==> config.mk <==
export PLATFORM = sky130hd
export DESIGN_NAME = spi_sram_bridge
export DESIGN_NICKNAME = d
export VERILOG_FILES = /design/src/rtl/spi_sram_bridge.sv
export SDC_FILE = /design/constraint.sdc
export NUM_CORES = 1
export LEC_CHECK = 0
export ABC_AREA = 0
export BUFFER_PORTS_ARGS = -buffer_cell sky130_fd_sc_hd__buf_2
export CORE_MARGIN = 8
export CORE_UTILIZATION = 30
export CTS_BUF_LIST = sky130_fd_sc_hd__clkbuf_4
export CTS_CLUSTER_DIAMETER = 30
export CTS_CLUSTER_SIZE = 12
export DETAILED_ROUTE_END_ITERATION = 8
export MAX_ROUTING_LAYER = met4
export SLEW_MARGIN = 20
export SYNTH_ARGS = -nofsm -noshare
export SYNTH_HDL_FRONTEND = slang
export SYNTH_SLANG_ARGS = --single-unit
==> constraint.sdc <==
create_clock -name sck -period 3.45 [get_ports sck]
set_input_delay 0.69 -clock sck [delete_from_list [all_inputs] [get_ports sck]]
set_output_delay 0.69 -clock sck [all_outputs]
set_load 0.01 [all_outputs]
==> src/rtl/spi_sram_bridge.sv <==
// SPI slave (mode 0) to single-cycle SRAM port bridge.
// Frames are CMD, ADDR, then DATA bytes. CMD 8'h02 writes and CMD 8'h03 reads.
// Reads prefetch, so the next byte is ready before it is shifted out.
module spi_sram_bridge #(
  parameter int unsigned ADDR_W      = 8,
  parameter int unsigned DATA_W      = 8,
  parameter int unsigned SYNC_STAGES = 2
) (
  input  logic              sck,
  input  logic              rst,
  input  logic              spi_clk,
  input  logic              spi_cs_n,
  input  logic              spi_mosi,
  output logic              spi_miso,
  output logic              ss,
  output logic              re,
  output logic              we,
  output logic [ADDR_W-1:0] addr,
  output logic [DATA_W-1:0] din,
  input  logic [DATA_W-1:0] dout,
  output logic              busy
);

  localparam int unsigned CntW = (DATA_W > 1) ? $clog2(DATA_W) : 1;
  localparam logic [DATA_W-1:0] CmdWrite = DATA_W'(8'h02);
  localparam logic [DATA_W-1:0] CmdRead  = DATA_W'(8'h03);
  localparam logic [CntW-1:0]   LastBit  = CntW'(DATA_W - 1);

  typedef enum logic [2:0] {
    StIdle, StCmd, StAddr, StRdIssue, StRdWait, StData, StWrIssue, StIgnore
  } state_e;

  logic [SYNC_STAGES-1:0] r_clk_sync, r_cs_sync, r_mosi_sync;
  logic                   r_clk_prev, r_cs_prev;

  state_e              r_state;
  logic [CntW-1:0]     r_bitcnt;
  logic [DATA_W-2:0]   r_rx;
  logic [DATA_W-1:0]   r_tx;
  logic                r_is_read;
  logic                r_miso, r_ss, r_re, r_we, r_busy;
  logic [ADDR_W-1:0]   r_addr;
  logic [DATA_W-1:0]   r_din;

  logic w_clk, w_cs_n, w_mosi;
  logic w_clk_rise, w_clk_fall, w_cs_rise, w_cs_fall;
  logic w_last, w_shifting;
  logic [DATA_W-1:0] w_byte;

  assign w_clk      = r_clk_sync[SYNC_STAGES-1];
  assign w_cs_n     = r_cs_sync[SYNC_STAGES-1];
  assign w_mosi     = r_mosi_sync[SYNC_STAGES-1];
  assign w_clk_rise = w_clk & ~r_clk_prev;
  assign w_clk_fall = ~w_clk & r_clk_prev;
  assign w_cs_rise  = w_cs_n & ~r_cs_prev;
  assign w_cs_fall  = ~w_cs_n & r_cs_prev;
  assign w_byte     = {r_rx, w_mosi};
  assign w_last     = (r_bitcnt == LastBit);
  assign w_shifting = (r_state == StCmd) || (r_state == StAddr) ||
                      (r_state == StData) || (r_state == StIgnore);

  // Oversample the SPI pins; cs_n idles high so reset must not fake a falling edge.
  always_ff @(posedge sck or posedge rst) begin
    if (rst) begin
      r_clk_sync  <= '0;
      r_cs_sync   <= '1;
      r_mosi_sync <= '0;
      r_clk_prev  <= 1'b0;
      r_cs_prev   <= 1'b1;
    end else begin
      r_clk_sync  <= {r_clk_sync[SYNC_STAGES-2:0], spi_clk};
      r_cs_sync   <= {r_cs_sync[SYNC_STAGES-2:0], spi_cs_n};
      r_mosi_sync <= {r_mosi_sync[SYNC_STAGES-2:0], spi_mosi};
      r_clk_prev  <= w_clk;
      r_cs_prev   <= w_cs_n;
    end
  end

  // Frame decoder, SRAM strobes and MISO shifter, all outputs registered.
  always_ff @(posedge sck or posedge rst) begin
    if (rst) begin
      r_state   <= StIdle;
      r_bitcnt  <= '0;
      r_rx      <= '0;
      r_tx      <= '0;
      r_is_read <= 1'b0;
      r_miso    <= 1'b0;
      r_ss      <= 1'b1;
      r_re      <= 1'b0;
      r_we      <= 1'b0;
      r_busy    <= 1'b0;
      r_addr    <= '0;
      r_din     <= '0;
    end else begin
      // Strobes are single-cycle pulses unless re-armed below.
      r_re <= 1'b0;
      r_we <= 1'b0;
      r_ss <= 1'b1;
      if (w_cs_rise) begin
        r_state  <= StIdle;
        r_bitcnt <= '0;
        r_busy   <= 1'b0;
        r_miso   <= 1'b0;
      end else begin
        if (w_clk_rise && w_shifting) begin
          r_rx     <= w_byte[DATA_W-2:0];
          r_bitcnt <= w_last ? '0 : r_bitcnt + 1'b1;
        end
        unique case (r_state)
          StIdle: begin
            if (w_cs_fall) begin
              r_state  <= StCmd;
              r_busy   <= 1'b1;
              r_bitcnt <= '0;
              r_miso   <= 1'b0;
            end
          end
          StCmd: begin
            if (w_clk_rise && w_last) begin
              if (w_byte == CmdWrite) begin
                r_is_read <= 1'b0;
                r_state   <= StAddr;
              end else if (w_byte == CmdRead) begin
                r_is_read <= 1'b1;
                r_state   <= StAddr;
              end else begin
                r_state <= StIgnore;
              end
            end
          end
          StAddr: begin
            if (w_clk_rise && w_last) begin
              r_addr <= ADDR_W'(w_byte);
              if (r_is_read) begin
                r_state <= StRdIssue;
                r_re    <= 1'b1;
                r_ss    <= 1'b0;
              end else begin
                r_state <= StData;
              end
            end
          end
          StData: begin
            if (w_clk_rise && w_last) begin
              r_ss <= 1'b0;
              if (r_is_read) begin
                r_state <= StRdIssue;
                r_re    <= 1'b1;
              end else begin
                r_state <= StWrIssue;
                r_din   <= w_byte;
                r_we    <= 1'b1;
              end
            end else if (w_clk_fall && r_is_read && (r_bitcnt != '0)) begin
              // The falling edge after a byte's last rise belongs to the prefetch, not a shift.
              r_miso <= r_tx[DATA_W-1];
              r_tx   <= {r_tx[DATA_W-2:0], 1'b0};
            end
          end
          StWrIssue: begin
            r_addr  <= r_addr + 1'b1;
            r_state <= StData;
          end
          StRdIssue: begin
            r_state <= StRdWait;
          end
          StRdWait: begin
            r_miso  <= dout[DATA_W-1];
            r_tx    <= {dout[DATA_W-2:0], 1'b0};
            r_addr  <= r_addr + 1'b1;
            r_state <= StData;
          end
          StIgnore: begin
          end
          default: r_state <= StIdle;
        endcase
      end
    end
  end

  assign spi_miso = r_miso;
  assign ss       = r_ss;
  assign re       = r_re;
  assign we       = r_we;
  assign addr     = r_addr;
  assign din      = r_din;
  assign busy     = r_busy;

endmodule

==> flow_summary.html, run 1 <==
<table>
<tr><th>Metric</th><th>Value</th></tr>
<tr><th colspan="2">Cells and area</th></tr>
<tr><td>Area taken by multi-input logic gates</td><td>about 1100 sq um</td></tr>
<tr><td>Nets@finish</td><td>270</td></tr>
<tr><td>ANT cells</td><td>0</td></tr>
<tr><td>Most common cell after layout, fill and taps aside</td><td>sky130_fd_sc_hd__dfrtp_1</td></tr>
<tr><td>Area added between synthesis and finish</td><td>13.4%</td></tr>
<tr><td>Number of fill cells in the layout</td><td>833</td></tr>
<tr><td>Sequential standard cell area</td><td>1260 sq um</td></tr>
<tr><td>Non-Filler Cell Area, Final</td><td>around 2800 sq um</td></tr>
<tr><td>Share of post-route cells with drive strength above 1</td><td>0.278</td></tr>
<tr><td>Highest-count cells in the layout ignoring fill and taps</td><td>sky130_fd_sc_hd__dfrtp_1 (46), sky130_fd_sc_hd__buf_2 (33), sky130_fd_sc_hd__o21ai_0 (18), sky130_fd_sc_hd__mux2_2 (15), sky130_fd_sc_hd__mux2_1 (14)</td></tr>
<tr><th colspan="2">Yosys</th></tr>
<tr><td>Post-synthesis area per instance</td><td>11.2 sq um</td></tr>
<tr><td>Proportion of netlist area held by the largest area contributor</td><td>0.470</td></tr>
<tr><td>Sequential-to-total area share from yosys stat</td><td>0.513</td></tr>
<tr><td>Post-synth top area cell</td><td>sky130_fd_sc_hd__dfrtp_1</td></tr>
<tr><td>Number of storage elements in the synthesis netlist</td><td>50</td></tr>
<tr><td>Leading post-synthesis cells by cell area</td><td>sky130_fd_sc_hd__dfrtp_1 (47%), sky130_fd_sc_hd__mux2_2 (6.9%), sky130_fd_sc_hd__mux2_1 (6.4%)</td></tr>
<tr><td>Number of distinct library cells after synthesis</td><td>44</td></tr>
<tr><td>Count of mapped cells out of synthesis</td><td>218</td></tr>
<tr><td>Count of synthesis-stage warnings from yosys</td><td>0</td></tr>
<tr><td>Cell area after synthesis</td><td>2450 sq um</td></tr>
<tr><td>Syn Nets</td><td>about 240</td></tr>
<tr><th colspan="2">Placement</th></tr>
<tr><td>Setup slack after placement</td><td>1.13 ns</td></tr>
<tr><td>Total of buffers placed on input and output ports</td><td>33</td></tr>
<tr><td>Dpl cell area</td><td>2720 sq um</td></tr>
<tr><td>Post-detail-place hpwl</td><td>3.56 mm</td></tr>
<tr><td>Routability cong.</td><td>0.779</td></tr>
<tr><th colspan="2">Die</th></tr>
<tr><td>Core region area</td><td>8050 sq um</td></tr>
<tr><td>Vertical die dimension</td><td>106 um</td></tr>
<tr><td>Number of rows in the core area</td><td>33</td></tr>
<tr><td>Die Outline Area</td><td>11300 sq um</td></tr>
<tr><td>Die span in x</td><td>between 100 and 150 um</td></tr>
<tr><td>Starting utilization of the core area</td><td>0.304</td></tr>
<tr><td>Number of ports placed on the die boundary</td><td>34</td></tr>
<tr><th colspan="2">GRT</th></tr>
<tr><td>Initial antenna violation count</td><td>0</td></tr>
<tr><td>First-pass GRT wire length</td><td>8.62 mm</td></tr>
<tr><td>All-layer global routing usage</td><td>0.0959</td></tr>
<tr><td>Number of global-route vias before repair</td><td>roughly 1800</td></tr>
<tr><td>Total global routing overflow</td><td>0</td></tr>
<tr><td>Maximum number of pins on one net before global-route repair</td><td>51</td></tr>
<tr><th colspan="2">Routing</th></tr>
<tr><td>Number of design rule violations left after detail routing</td><td>0</td></tr>
<tr><td>Per-cell via count in the routed design</td><td>4.84</td></tr>
<tr><td>Number of vias after detailed routing</td><td>approximately 1700</td></tr>
<tr><td>Drt pass-1 iters</td><td>4</td></tr>
<tr><td>WL per Instance</td><td>14.0 um</td></tr>
<tr><td>Number of antenna-violating nets in the routed design</td><td>0</td></tr>
<tr><td>Routed wire length</td><td>5.01 mm</td></tr>
<tr><td>Number of design-rule violations left by the first detailed-router iteration</td><td>104</td></tr>
<tr><th colspan="2">Clock network</th></tr>
<tr><td>Clock root buffer</td><td>sky130_fd_sc_hd__clkbuf_4</td></tr>
<tr><td>Buffers inserted during post-CTS setup optimization</td><td>0</td></tr>
<tr><td>Post-CTS sizing</td><td>0</td></tr>
<tr><td>Number of clock sinks</td><td>50</td></tr>
<tr><td>CTS max path bufs</td><td>2</td></tr>
<tr><td>CTS tree</td><td>yes</td></tr>
<tr><td>Hold Buf Count CTS</td><td>0</td></tr>
<tr><td>CTS HTree Levels</td><td>2</td></tr>
<tr><td>TritonCTS Buffers</td><td>5</td></tr>
<tr><td>Clock transition at path regs</td><td>0.13 ns</td></tr>
<tr><td>Clock insertion delay at the later pin of the skew report</td><td>0.37 ns</td></tr>
<tr><th colspan="2">Worst setup path</th></tr>
<tr><td>Max Fanout on Critical Path</td><td>22</td></tr>
<tr><td>Required @ worst endpoint</td><td>between 3 and 4 ns</td></tr>
<tr><td>Category of the critical setup timing path</td><td>register to register</td></tr>
<tr><td>Worst Path Arrival</td><td>about 2.6 ns</td></tr>
<tr><td>Critical path launch point type</td><td>register</td></tr>
<tr><td>Capturing element type of the critical path</td><td>register</td></tr>
<tr><th colspan="2">Hold path</th></tr>
<tr><td>Hold crit path type</td><td>register to register</td></tr>
<tr><th colspan="2">Timing</th></tr>
<tr><td>Worst slew slack as a fraction of its limit</td><td>0.434</td></tr>
<tr><td>Number of hold violations in the final report</td><td>0</td></tr>
<tr><td>Max-slew violation count</td><td>0</td></tr>
<tr><td>Summed negative setup slack over all endpoints</td><td>0 ns</td></tr>
<tr><td>Tightest Pin Transition</td><td>0.848 ns</td></tr>
<tr><td>Setup skew after layout</td><td>0.0201 ns</td></tr>
<tr><td>Final setup slack of the worst path</td><td>1.15 ns</td></tr>
<tr><td>Fmax achieved</td><td>434 MHz</td></tr>
<tr><td>Finish-stage setup viols</td><td>0</td></tr>
<tr><td>Min cycle time layout</td><td>2.30 ns</td></tr>
<tr><td>Unrepaired setup endpoints after global routing</td><td>no</td></tr>
<tr><td>Post-route clock period utilization</td><td>0.668</td></tr>
<tr><th colspan="2">Power</th></tr>
<tr><td>Pwr dens</td><td>695 nW/um^2</td></tr>
<tr><td>Peak VDD IR</td><td>0.207 mV</td></tr>
<tr><td>Leakage power</td><td>1.30 nW</td></tr>
<tr><th colspan="2">Run</th></tr>
<tr><td>Max-Cap Viols</td><td>0</td></tr>
<tr><th colspan="2">Status</th></tr>
<tr><td>Result of the run</td><td>finished clean</td></tr>
</table>
path summary, 6_finish.rpt:
check,from,end,slack [ns],depth (start not counted)
setup / recovery,r_state[0]$_DFFE_PP0P_,r_tx[3]$_DFFE_PP0P_,1.15,4
hold / removal,r_cs_sync[0]$_DFF_PP1_,r_cs_sync[1]$_DFF_PP1_,0.37,0
setup reg to reg,r_state[0]$_DFFE_PP0P_,r_tx[3]$_DFFE_PP0P_,1.15,4
hold reg to reg,r_cs_sync[0]$_DFF_PP1_,r_cs_sync[1]$_DFF_PP1_,0.37,0
max in group asynchronous,rst,r_bitcnt[1]$_DFF_PP0_,2.50,2
min in group asynchronous,rst,r_state[2]$_DFFE_PP0P_,0.44,2
per-layer routing:
| layer | track usage | wire length, um |
|---|---|---|
| met1 | 0.121 | 2390 |
| met2 | 0.150 | 2430 |
| met3 | 0.0169 | 109 |
| met4 | 0.0362 | 82 |
| met5 | - | 0 |
metrics by stage:
stage / cells / power (mW) / util / hold slack (ns)
finish: 357 / 1.93 / 0.345 / 0.366
global route: 357 / 2.09 / 0.345 / 0.376
CTS: 357 / 1.96 / 0.345 / 0.367
detailed placement: 349 / 1.68 / 0.338 / 0.336
global placement: 349 / 1.66 / 0.338 / 0.332
floorplan: 218 / 1.48 / - / 0.331
registers in the layout, summed over array words and instances, names as in the netlist, 2 cells and up:
| name | cells |
|---|---|
| r_cs_sync | 2 |
| addr | 8 |
| r_state | 3 |
| r_mosi_sync | 2 |
| r_bitcnt | 3 |
| r_rx | 7 |
| r_tx | 7 |
| din | 8 |
| r_clk_sync | 2 |
cell usage after synthesis, drive strengths merged:
cell     count
nor4         2
and3         4
a22oi        2
o211ai       1
nor4bb       2
a31oi        3
nor2        14
nor3b        2
a21oi       12
a41oi        1
nand3        8
inv          9
xnor2        1
a2bb2oi      1
nor3         4
dfrtp       46
dfstp        4
mux2        29
nand2        9
nor4b        2
xor2         1
clkbuf       2
ha           6
and4b        1
o21ai       19
a311oi       1
mux2i        3
nand3b       3
buf          7
nand2b       7
o21ba        1
a211oi       1
o22a         4
nor2b        2
nand4        2
or4          2
layout make-up:
| type | count | area share |
|---|---|---|
| timing repair buffer | 35 | 0.0648 |
| sequential | 50 | 0.452 |
| tap | 105 | 0.0473 |
| inverter | 9 | 0.0126 |
| clock buffer | 5 | 0.0135 |
| multi-input combinational | 150 | 0.402 |
| clock inverter | 3 | 0.00765 |
cell families (layout without fill, tap and decap cells):
family / count (synthesis) / after routing / share of synthesized area
AOI/OAI and AO/OA: 46 / 46 / 0.117
xor gates and xnor gates: 2 / 2 / 0.0102
adders and majority gates: 6 / 6 / 0.0306
buffers and inverters: 18 / 52 / 0.0311
DFF: 50 / 50 / 0.513
muxes: 32 / 32 / 0.145
and+or+nand+nor: 64 / 64 / 0.153
power by group:
part	total [mW]	internal (mW)	switching (mW)
Sequential	0.949	0.739	0.209
Combinational	0.709	0.359	0.350
Clock	0.273	0.0802	0.193
Total	1.93	1.18	0.752
worst max-delay path, cell delays in order (launching register included):
cell                       delay [ns]
sky130_fd_sc_hd__dfrtp_1         0.66
sky130_fd_sc_hd__nand2b_1        0.51
sky130_fd_sc_hd__nor2_2          0.42
sky130_fd_sc_hd__mux2_1          0.36
sky130_fd_sc_hd__mux2_2          0.26
Power figures use the tool's default switching activity.
==> run 2, diff against run 1 <==
==> constraint.sdc (replaced) <==
create_clock -name sck -period 1.9 [get_ports sck]
set_input_delay 0.38 -clock sck [delete_from_list [all_inputs] [get_ports sck]]
set_output_delay 0.38 -clock sck [all_outputs]
set_load 0.01 [all_outputs]
==> flow_summary.html, run 2 (synthesis results as in run 1) <==
<table>
<tr><th>Metric</th><th>Value</th></tr>
<tr><th colspan="2">Status</th></tr>
<tr><td>Result of the run</td><td>finished clean</td></tr>
<tr><th colspan="2">Clock network</th></tr>
<tr><td>Clock insertion delay at the later pin of the skew report</td><td>0.37 ns</td></tr>
<tr><td>CTS tree</td><td>yes</td></tr>
<tr><td>CTS HTree Levels</td><td>2</td></tr>
<tr><td>Clock root buffer</td><td>sky130_fd_sc_hd__clkbuf_4</td></tr>
<tr><td>Number of clock sinks</td><td>50</td></tr>
<tr><td>CTS max path bufs</td><td>2</td></tr>
<tr><td>TritonCTS Buffers</td><td>5</td></tr>
<tr><td>Clock transition at path regs</td><td>0.14 ns</td></tr>
<tr><th colspan="2">Hold path</th></tr>
<tr><td>Endpoint, Worst Hold</td><td>r_cs_sync[0]$_DFF_PP1_</td></tr>
<tr><td>Hold crit path type</td><td>input pin to register</td></tr>
<tr><td>Number of cells on the worst hold path</td><td>1</td></tr>
<tr><td>Hold path startpoint</td><td>spi_cs_n</td></tr>
<tr><th colspan="2">Die</th></tr>
<tr><td>Die Outline Area</td><td>11300 sq um</td></tr>
<tr><td>Number of rows in the core area</td><td>33</td></tr>
<tr><td>Vertical die dimension</td><td>106 um</td></tr>
<tr><td>Starting utilization of the core area</td><td>0.304</td></tr>
<tr><td>Core region area</td><td>8050 sq um</td></tr>
<tr><td>Die span in x</td><td>approximately 110 um</td></tr>
<tr><td>Number of ports placed on the die boundary</td><td>34</td></tr>
<tr><th colspan="2">Cells and area</th></tr>
<tr><td>Nets@finish</td><td>roughly 290</td></tr>
<tr><td>Highest-count cells in the layout ignoring fill and taps</td><td>sky130_fd_sc_hd__dfrtp_1 (44), sky130_fd_sc_hd__buf_2 (33), sky130_fd_sc_hd__o21ai_0 (18), sky130_fd_sc_hd__buf_4 (16), sky130_fd_sc_hd__mux2_2 (15)</td></tr>
<tr><td>Area added between synthesis and finish</td><td>22.9%</td></tr>
<tr><td>ANT cells</td><td>0</td></tr>
<tr><td>Share of post-route cells with drive strength above 1</td><td>0.374</td></tr>
<tr><td>Most common cell after layout, fill and taps aside</td><td>sky130_fd_sc_hd__dfrtp_1</td></tr>
<tr><td>Post-route non-filler standard cell count</td><td>between 300 and 400</td></tr>
<tr><td>Number of fill cells in the layout</td><td>810</td></tr>
<tr><th colspan="2">Timing</th></tr>
<tr><td>Setup skew after layout</td><td>0.0180 ns</td></tr>
<tr><td>Min cycle time layout</td><td>1.86 ns</td></tr>
<tr><td>Summed negative setup slack over all endpoints</td><td>0 ns</td></tr>
<tr><td>Tightest Pin Transition</td><td>approximately 0.42 ns</td></tr>
<tr><td>Post-route clock period utilization</td><td>0.981</td></tr>
<tr><td>Worst slew slack as a fraction of its limit</td><td>0.721</td></tr>
<tr><td>Number of hold violations in the final report</td><td>0</td></tr>
<tr><td>Max-slew violation count</td><td>0</td></tr>
<tr><td>Finish-stage setup viols</td><td>0</td></tr>
<tr><td>Fmax achieved</td><td>536 MHz</td></tr>
<tr><th colspan="2">Worst setup path</th></tr>
<tr><td>Capturing element type of the critical path</td><td>register</td></tr>
<tr><td>Slowest stage delay, CP</td><td>0.49 ns</td></tr>
<tr><td>Critical path cell sequence</td><td>nor4bb_1, nand3_1, a21oi_4, mux2_2</td></tr>
<tr><td>Max Fanout on Critical Path</td><td>7</td></tr>
<tr><td>Largest delay share family, worst path</td><td>simple AND/OR/NAND/NOR gates</td></tr>
<tr><td>Setup slack, reg-to-reg</td><td>0.04 ns</td></tr>
<tr><td>Standard cell with the maximum stage delay on the critical path</td><td>sky130_fd_sc_hd__dfrtp_1</td></tr>
<tr><td>Category of the critical setup timing path</td><td>register to register</td></tr>
<tr><td>Reg2reg start</td><td>r_clk_sync[1]$_DFF_PP0_</td></tr>
<tr><td>Required @ worst endpoint</td><td>2.17 ns</td></tr>
<tr><td>Worst Path Arrival</td><td>2.13 ns</td></tr>
<tr><td>Critical register-to-register path endpoint</td><td>r_tx[4]$_DFFE_PP0P_</td></tr>
<tr><td>Number of cells traversed by the worst register-to-register path</td><td>4</td></tr>
<tr><td>Critical path launch point type</td><td>register</td></tr>
<tr><td>CP bufs+invs</td><td>0</td></tr>
<tr><th colspan="2">Routing</th></tr>
<tr><td>Number of design rule violations left after detail routing</td><td>0</td></tr>
<tr><td>Per-cell via count in the routed design</td><td>4.94</td></tr>
<tr><td>WL per Instance</td><td>about 14 um</td></tr>
<tr><td>Number of vias after detailed routing</td><td>1851</td></tr>
<tr><td>Routed wire length</td><td>about 5.3 mm</td></tr>
<tr><td>Drt pass-1 iters</td><td>4</td></tr>
<tr><td>Number of antenna-violating nets in the routed design</td><td>0</td></tr>
<tr><td>Number of design-rule violations left by the first detailed-router iteration</td><td>91</td></tr>
<tr><th colspan="2">Placement</th></tr>
<tr><td>Cell count after placement</td><td>around 360</td></tr>
<tr><td>Post-detail-place hpwl</td><td>3.77 mm</td></tr>
<tr><td>Routability cong.</td><td>0.804</td></tr>
<tr><td>Total of buffers placed on input and output ports</td><td>33</td></tr>
<tr><th colspan="2">GRT</th></tr>
<tr><td>Initial antenna violation count</td><td>0</td></tr>
<tr><td>First-pass GRT wire length</td><td>about 9.1 mm</td></tr>
<tr><td>All-layer global routing usage</td><td>0.100</td></tr>
<tr><td>Total global routing overflow</td><td>0</td></tr>
<tr><td>Number of global-route vias before repair</td><td>1873</td></tr>
<tr><td>Maximum number of pins on one net before global-route repair</td><td>33</td></tr>
<tr><th colspan="2">Power</th></tr>
<tr><td>Leakage power</td><td>1.40 nW</td></tr>
<tr><td>Peak VDD IR</td><td>about 0.32 mV</td></tr>
<tr><td>Pwr dens</td><td>1270 nW/um^2</td></tr>
<tr><th colspan="2">Run</th></tr>
<tr><td>Max-Cap Viols</td><td>0</td></tr>
</table>
-- run 2: changes by cell type in the layout (fill, tap and decap cells not counted), sizes merged --
cell	change
buf	+17
dlygate4sd3	+1
inv	+2
clkinv	-2
-- run 2: area by class of cell --
class | count | area, sq um | share of cell area
flip-flops and latches | 50 | 1260 | 0.418
multi-input cells | 150 | 1180 | 0.391
well taps | 105 | 131 | 0.0436
clock inverters | 3 | 18.8 | 0.00623
inverters | 9 | 33.8 | 0.0112
repair buffers | 53 | 355 | 0.118
clock buffers | 5 | 37.5 | 0.0125
-- run 2: metal layers --
metal | vias up | share of wire | global-route usage
met1 | 931 | 0.46 | 0.123
met3 | 6 | 0.030 | 0.0212
met2 | 22 | 0.49 | 0.160
met4 | 0 | 0.014 | 0.0362
met5 | - | 0 | -
li1 | 892 | - | -
-- run 2: timing repair --
action                                 4_1_cts  5_1_grt
endpoints found under the hold margin       15        0
buffers inserted                             1        4
gates resized for setup                      2       12
pin swaps                                    1        5
setup endpoints to repair                    1       14
hold buffers                                 1        0
-- run 2: metrics by stage --
stage          power (mW)  setup slack, ns  hold WS (ns)  utilization  instance area, sq um
6_report             3.83           0.0354        0.0965        0.374                  3010
2_1_floorplan        2.68           0.0536         0.331            -                  2450
3_3_place_gp         3.19           0.0206         0.332        0.354                  2850
4_1_cts              3.77           0.0283        0.0720        0.364                  2930
3_5_place_dp         3.23          -0.0232         0.342        0.354                  2850
5_1_grt              4.13          -0.0162        0.0559        0.374                  3010
-- run 2: worst max-delay path by stage --
stage / start / to / depth (start not counted)
3_5_place_dp: r_bitcnt[1]$_DFF_PP0_ / r_state[0]$_DFFE_PP0P_ / 6
4_1_cts: r_bitcnt[0]$_DFF_PP0_ / r_state[0]$_DFFE_PP0P_ / 6
6_report: r_clk_sync[1]$_DFF_PP0_ / r_tx[4]$_DFFE_PP0P_ / 4
2_1_floorplan: r_bitcnt[0]$_DFF_PP0_ / r_state[0]$_DFFE_PP0P_ / 6
3_3_place_gp: r_bitcnt[0]$_DFF_PP0_ / r_state[0]$_DFFE_PP0P_ / 6
5_1_grt: r_clk_sync[1]$_DFF_PP0_ / r_tx[4]$_DFFE_PP0P_ / 4
-- run 2: power breakdown --
group	internal (mW)	total (mW)	switching, mW
registers	1.35	1.65	0.297
logic	0.872	1.68	0.811
clock network	0.146	0.498	0.352
==> run 3, diff against run 2 <==
--- a/config.mk
+++ b/config.mk
@@ -7,7 +7,8 @@
 export LEC_CHECK = 0
 export ABC_AREA = 0
 export BUFFER_PORTS_ARGS = -buffer_cell sky130_fd_sc_hd__buf_2
-export CORE_MARGIN = 8
+export CAP_MARGIN = 20
+export CORE_MARGIN = 5
 export CORE_UTILIZATION = 30
 export CTS_BUF_LIST = sky130_fd_sc_hd__clkbuf_4
 export CTS_CLUSTER_DIAMETER = 30
==> constraint.sdc (replaced) <==
create_clock -name sck -period 2.3 [get_ports sck]
set_input_delay 0.46 -clock sck [delete_from_list [all_inputs] [get_ports sck]]
set_output_delay 0.46 -clock sck [all_outputs]
set_load 0.01 [all_outputs]
==> flow_summary.html, run 3 (synthesis results as in run 1) <==
<table>
<tr><th>Metric</th><th>Value</th></tr>
<tr><th colspan="2">Status</th></tr>
<tr><td>Result of the run</td><td>finished clean</td></tr>
<tr><th colspan="2">Cells and area</th></tr>
<tr><td>Highest-count cells in the layout ignoring fill and taps</td><td>sky130_fd_sc_hd__dfrtp_1 (46), sky130_fd_sc_hd__buf_2 (33), sky130_fd_sc_hd__o21ai_0 (18), sky130_fd_sc_hd__mux2_2 (15), sky130_fd_sc_hd__mux2_1 (14)</td></tr>
<tr><td>Share of post-route cells with drive strength above 1</td><td>0.286</td></tr>
<tr><td>Non-Filler Cell Area, Final</td><td>between 2000 and 3000 sq um</td></tr>
<tr><td>Sequential standard cell area</td><td>1260 sq um</td></tr>
<tr><td>Most common cell after layout, fill and taps aside</td><td>sky130_fd_sc_hd__dfrtp_1</td></tr>
<tr><td>ANT cells</td><td>0</td></tr>
<tr><td>Nets@finish</td><td>274</td></tr>
<tr><td>Number of fill cells in the layout</td><td>840</td></tr>
<tr><td>Area taken by multi-input logic gates</td><td>~1100 sq um</td></tr>
<tr><td>Area added between synthesis and finish</td><td>15.1%</td></tr>
<tr><th colspan="2">Die</th></tr>
<tr><td>Number of ports placed on the die boundary</td><td>34</td></tr>
<tr><td>Die Outline Area</td><td>10100 sq um</td></tr>
<tr><td>Core region area</td><td>8090 sq um</td></tr>
<tr><td>Starting utilization of the core area</td><td>0.303</td></tr>
<tr><td>Vertical die dimension</td><td>100 um</td></tr>
<tr><td>Number of rows in the core area</td><td>33</td></tr>
<tr><td>Die span in x</td><td>100 um</td></tr>
<tr><th colspan="2">Hold path</th></tr>
<tr><td>Hold crit path type</td><td>input pin to async pin</td></tr>
<tr><th colspan="2">Worst setup path</th></tr>
<tr><td>Worst Path Arrival</td><td>2.25 ns</td></tr>
<tr><td>Number of cells traversed by the worst register-to-register path</td><td>6</td></tr>
<tr><td>Max Fanout on Critical Path</td><td>4</td></tr>
<tr><td>Setup slack, reg-to-reg</td><td>0.29 ns</td></tr>
<tr><td>Category of the critical setup timing path</td><td>register to register</td></tr>
<tr><td>Critical register-to-register path endpoint</td><td>r_state[0]$_DFFE_PP0P_</td></tr>
<tr><td>Critical path launch point type</td><td>register</td></tr>
<tr><td>Required @ worst endpoint</td><td>2.54 ns</td></tr>
<tr><td>Reg2reg start</td><td>r_bitcnt[0]$_DFF_PP0_</td></tr>
<tr><td>Capturing element type of the critical path</td><td>register</td></tr>
<tr><th colspan="2">Clock network</th></tr>
<tr><td>Clock root buffer</td><td>sky130_fd_sc_hd__clkbuf_4</td></tr>
<tr><td>Clock insertion delay at the later pin of the skew report</td><td>~0.37 ns</td></tr>
<tr><td>Hold Buf Count CTS</td><td>0</td></tr>
<tr><td>Number of clock sinks</td><td>50</td></tr>
<tr><td>TritonCTS Buffers</td><td>5</td></tr>
<tr><td>CTS max path bufs</td><td>2</td></tr>
<tr><td>CTS HTree Levels</td><td>2</td></tr>
<tr><td>Clock transition at path regs</td><td>around 0.14 ns</td></tr>
<tr><td>CTS tree</td><td>yes</td></tr>
<tr><td>Buffers inserted during post-CTS setup optimization</td><td>0</td></tr>
<tr><td>Post-CTS sizing</td><td>0</td></tr>
<tr><th colspan="2">Timing</th></tr>
<tr><td>Fmax achieved</td><td>498 MHz</td></tr>
<tr><td>Setup skew after layout</td><td>0.00964 ns</td></tr>
<tr><td>Max-slew violation count</td><td>0</td></tr>
<tr><td>Post-route clock period utilization</td><td>0.873</td></tr>
<tr><td>Tightest Pin Transition</td><td>0.584 ns</td></tr>
<tr><td>Number of hold violations in the final report</td><td>0</td></tr>
<tr><td>Worst slew slack as a fraction of its limit</td><td>0.610</td></tr>
<tr><td>Finish-stage setup viols</td><td>0</td></tr>
<tr><td>Summed negative setup slack over all endpoints</td><td>0 ns</td></tr>
<tr><td>Min cycle time layout</td><td>~2.0 ns</td></tr>
<tr><td>Unrepaired setup endpoints after global routing</td><td>no</td></tr>
<tr><th colspan="2">Power</th></tr>
<tr><td>Peak VDD IR</td><td>0.321 mV</td></tr>
<tr><td>Pwr dens</td><td>roughly 1100 nW/um^2</td></tr>
<tr><td>Leakage power</td><td>1.33 nW</td></tr>
<tr><th colspan="2">GRT</th></tr>
<tr><td>First-pass GRT wire length</td><td>just under 9 mm</td></tr>
<tr><td>Maximum number of pins on one net before global-route repair</td><td>28</td></tr>
<tr><td>Initial antenna violation count</td><td>0</td></tr>
<tr><td>All-layer global routing usage</td><td>0.112</td></tr>
<tr><td>Number of global-route vias before repair</td><td>1726</td></tr>
<tr><td>Total global routing overflow</td><td>0</td></tr>
<tr><th colspan="2">Routing</th></tr>
<tr><td>Number of antenna-violating nets in the routed design</td><td>0</td></tr>
<tr><td>Number of design-rule violations left by the first detailed-router iteration</td><td>139</td></tr>
<tr><td>Number of vias after detailed routing</td><td>~1800</td></tr>
<tr><td>WL per Instance</td><td>14.1 um</td></tr>
<tr><td>Per-cell via count in the routed design</td><td>~5</td></tr>
<tr><td>Routed wire length</td><td>5.09 mm</td></tr>
<tr><td>Drt pass-1 iters</td><td>4</td></tr>
<tr><td>Number of design rule violations left after detail routing</td><td>0</td></tr>
<tr><th colspan="2">Placement</th></tr>
<tr><td>Dpl cell area</td><td>2750 sq um</td></tr>
<tr><td>Post-detail-place hpwl</td><td>3.65 mm</td></tr>
<tr><td>Routability cong.</td><td>0.759</td></tr>
<tr><td>Total of buffers placed on input and output ports</td><td>33</td></tr>
<tr><th colspan="2">Run</th></tr>
<tr><td>Max-Cap Viols</td><td>0</td></tr>
</table>
[run 3: how the worst max path moves through the flow]
stage,startpoint,end,cells past startpoint
floorplan,r_bitcnt[0]$_DFF_PP0_,r_state[0]$_DFFE_PP0P_,6
global placement,r_bitcnt[0]$_DFF_PP0_,r_state[0]$_DFFE_PP0P_,6
detailed placement,r_bitcnt[0]$_DFF_PP0_,r_state[0]$_DFFE_PP0P_,6
CTS,r_bitcnt[0]$_DFF_PP0_,r_state[0]$_DFFE_PP0P_,6
global route,r_bitcnt[0]$_DFF_PP0_,r_state[0]$_DFFE_PP0P_,6
finish,r_bitcnt[0]$_DFF_PP0_,r_state[0]$_DFFE_PP0P_,6
[run 3: layout make-up]
class | instances | area share
Clock buffer | 5 | 0.0133
Clock inverter | 2 | 0.0120
Inverter | 9 | 0.0120
Multi-Input combinational cell | 150 | 0.396
Sequential cell | 50 | 0.445
Tap cell | 105 | 0.0466
Timing Repair Buffer | 39 | 0.0745
[run 3: routing by layer]
metal | vias up | wire length [um] | global-route usage
met1 | 884 | 2470 | 0.151
met4 | 0 | 78 | 0.0394
met2 | 33 | 2390 | 0.167
li1 | 868 | - | -
met5 | - | 0 | -
met3 | 5 | 147 | 0.0236
[run 3: where the power goes]
part / internal, mW / switching, mW
clock network: 0.220 / 0.271
logic: 0.559 / 0.567
registers: 1.11 / 0.297
[run 3: critical path: stages, from the launching register on]
cell and delay, ns:
sky130_fd_sc_hd__dfrtp_1 0.44, sky130_fd_sc_hd__ha_1 0.21, sky130_fd_sc_hd__ha_1 0.21, sky130_fd_sc_hd__and4b_1 0.22, sky130_fd_sc_hd__or4_4 0.49, sky130_fd_sc_hd__a41oi_1 0.21, sky130_fd_sc_hd__o211ai_1 0.11
[run 3: metrics by stage]
step	std cells	total power, mW	hold slack, ns	setup WS [ns]	utilization
6_report	360	3.02	0.137	0.293	0.349
2_1_floorplan	218	2.22	0.331	0.454	-
3_3_place_gp	353	2.51	0.335	0.383	0.340
5_1_grt	360	3.27	0.148	0.180	0.349
4_1_cts	360	3.05	0.151	0.290	0.349
3_5_place_dp	353	2.55	0.350	0.346	0.340
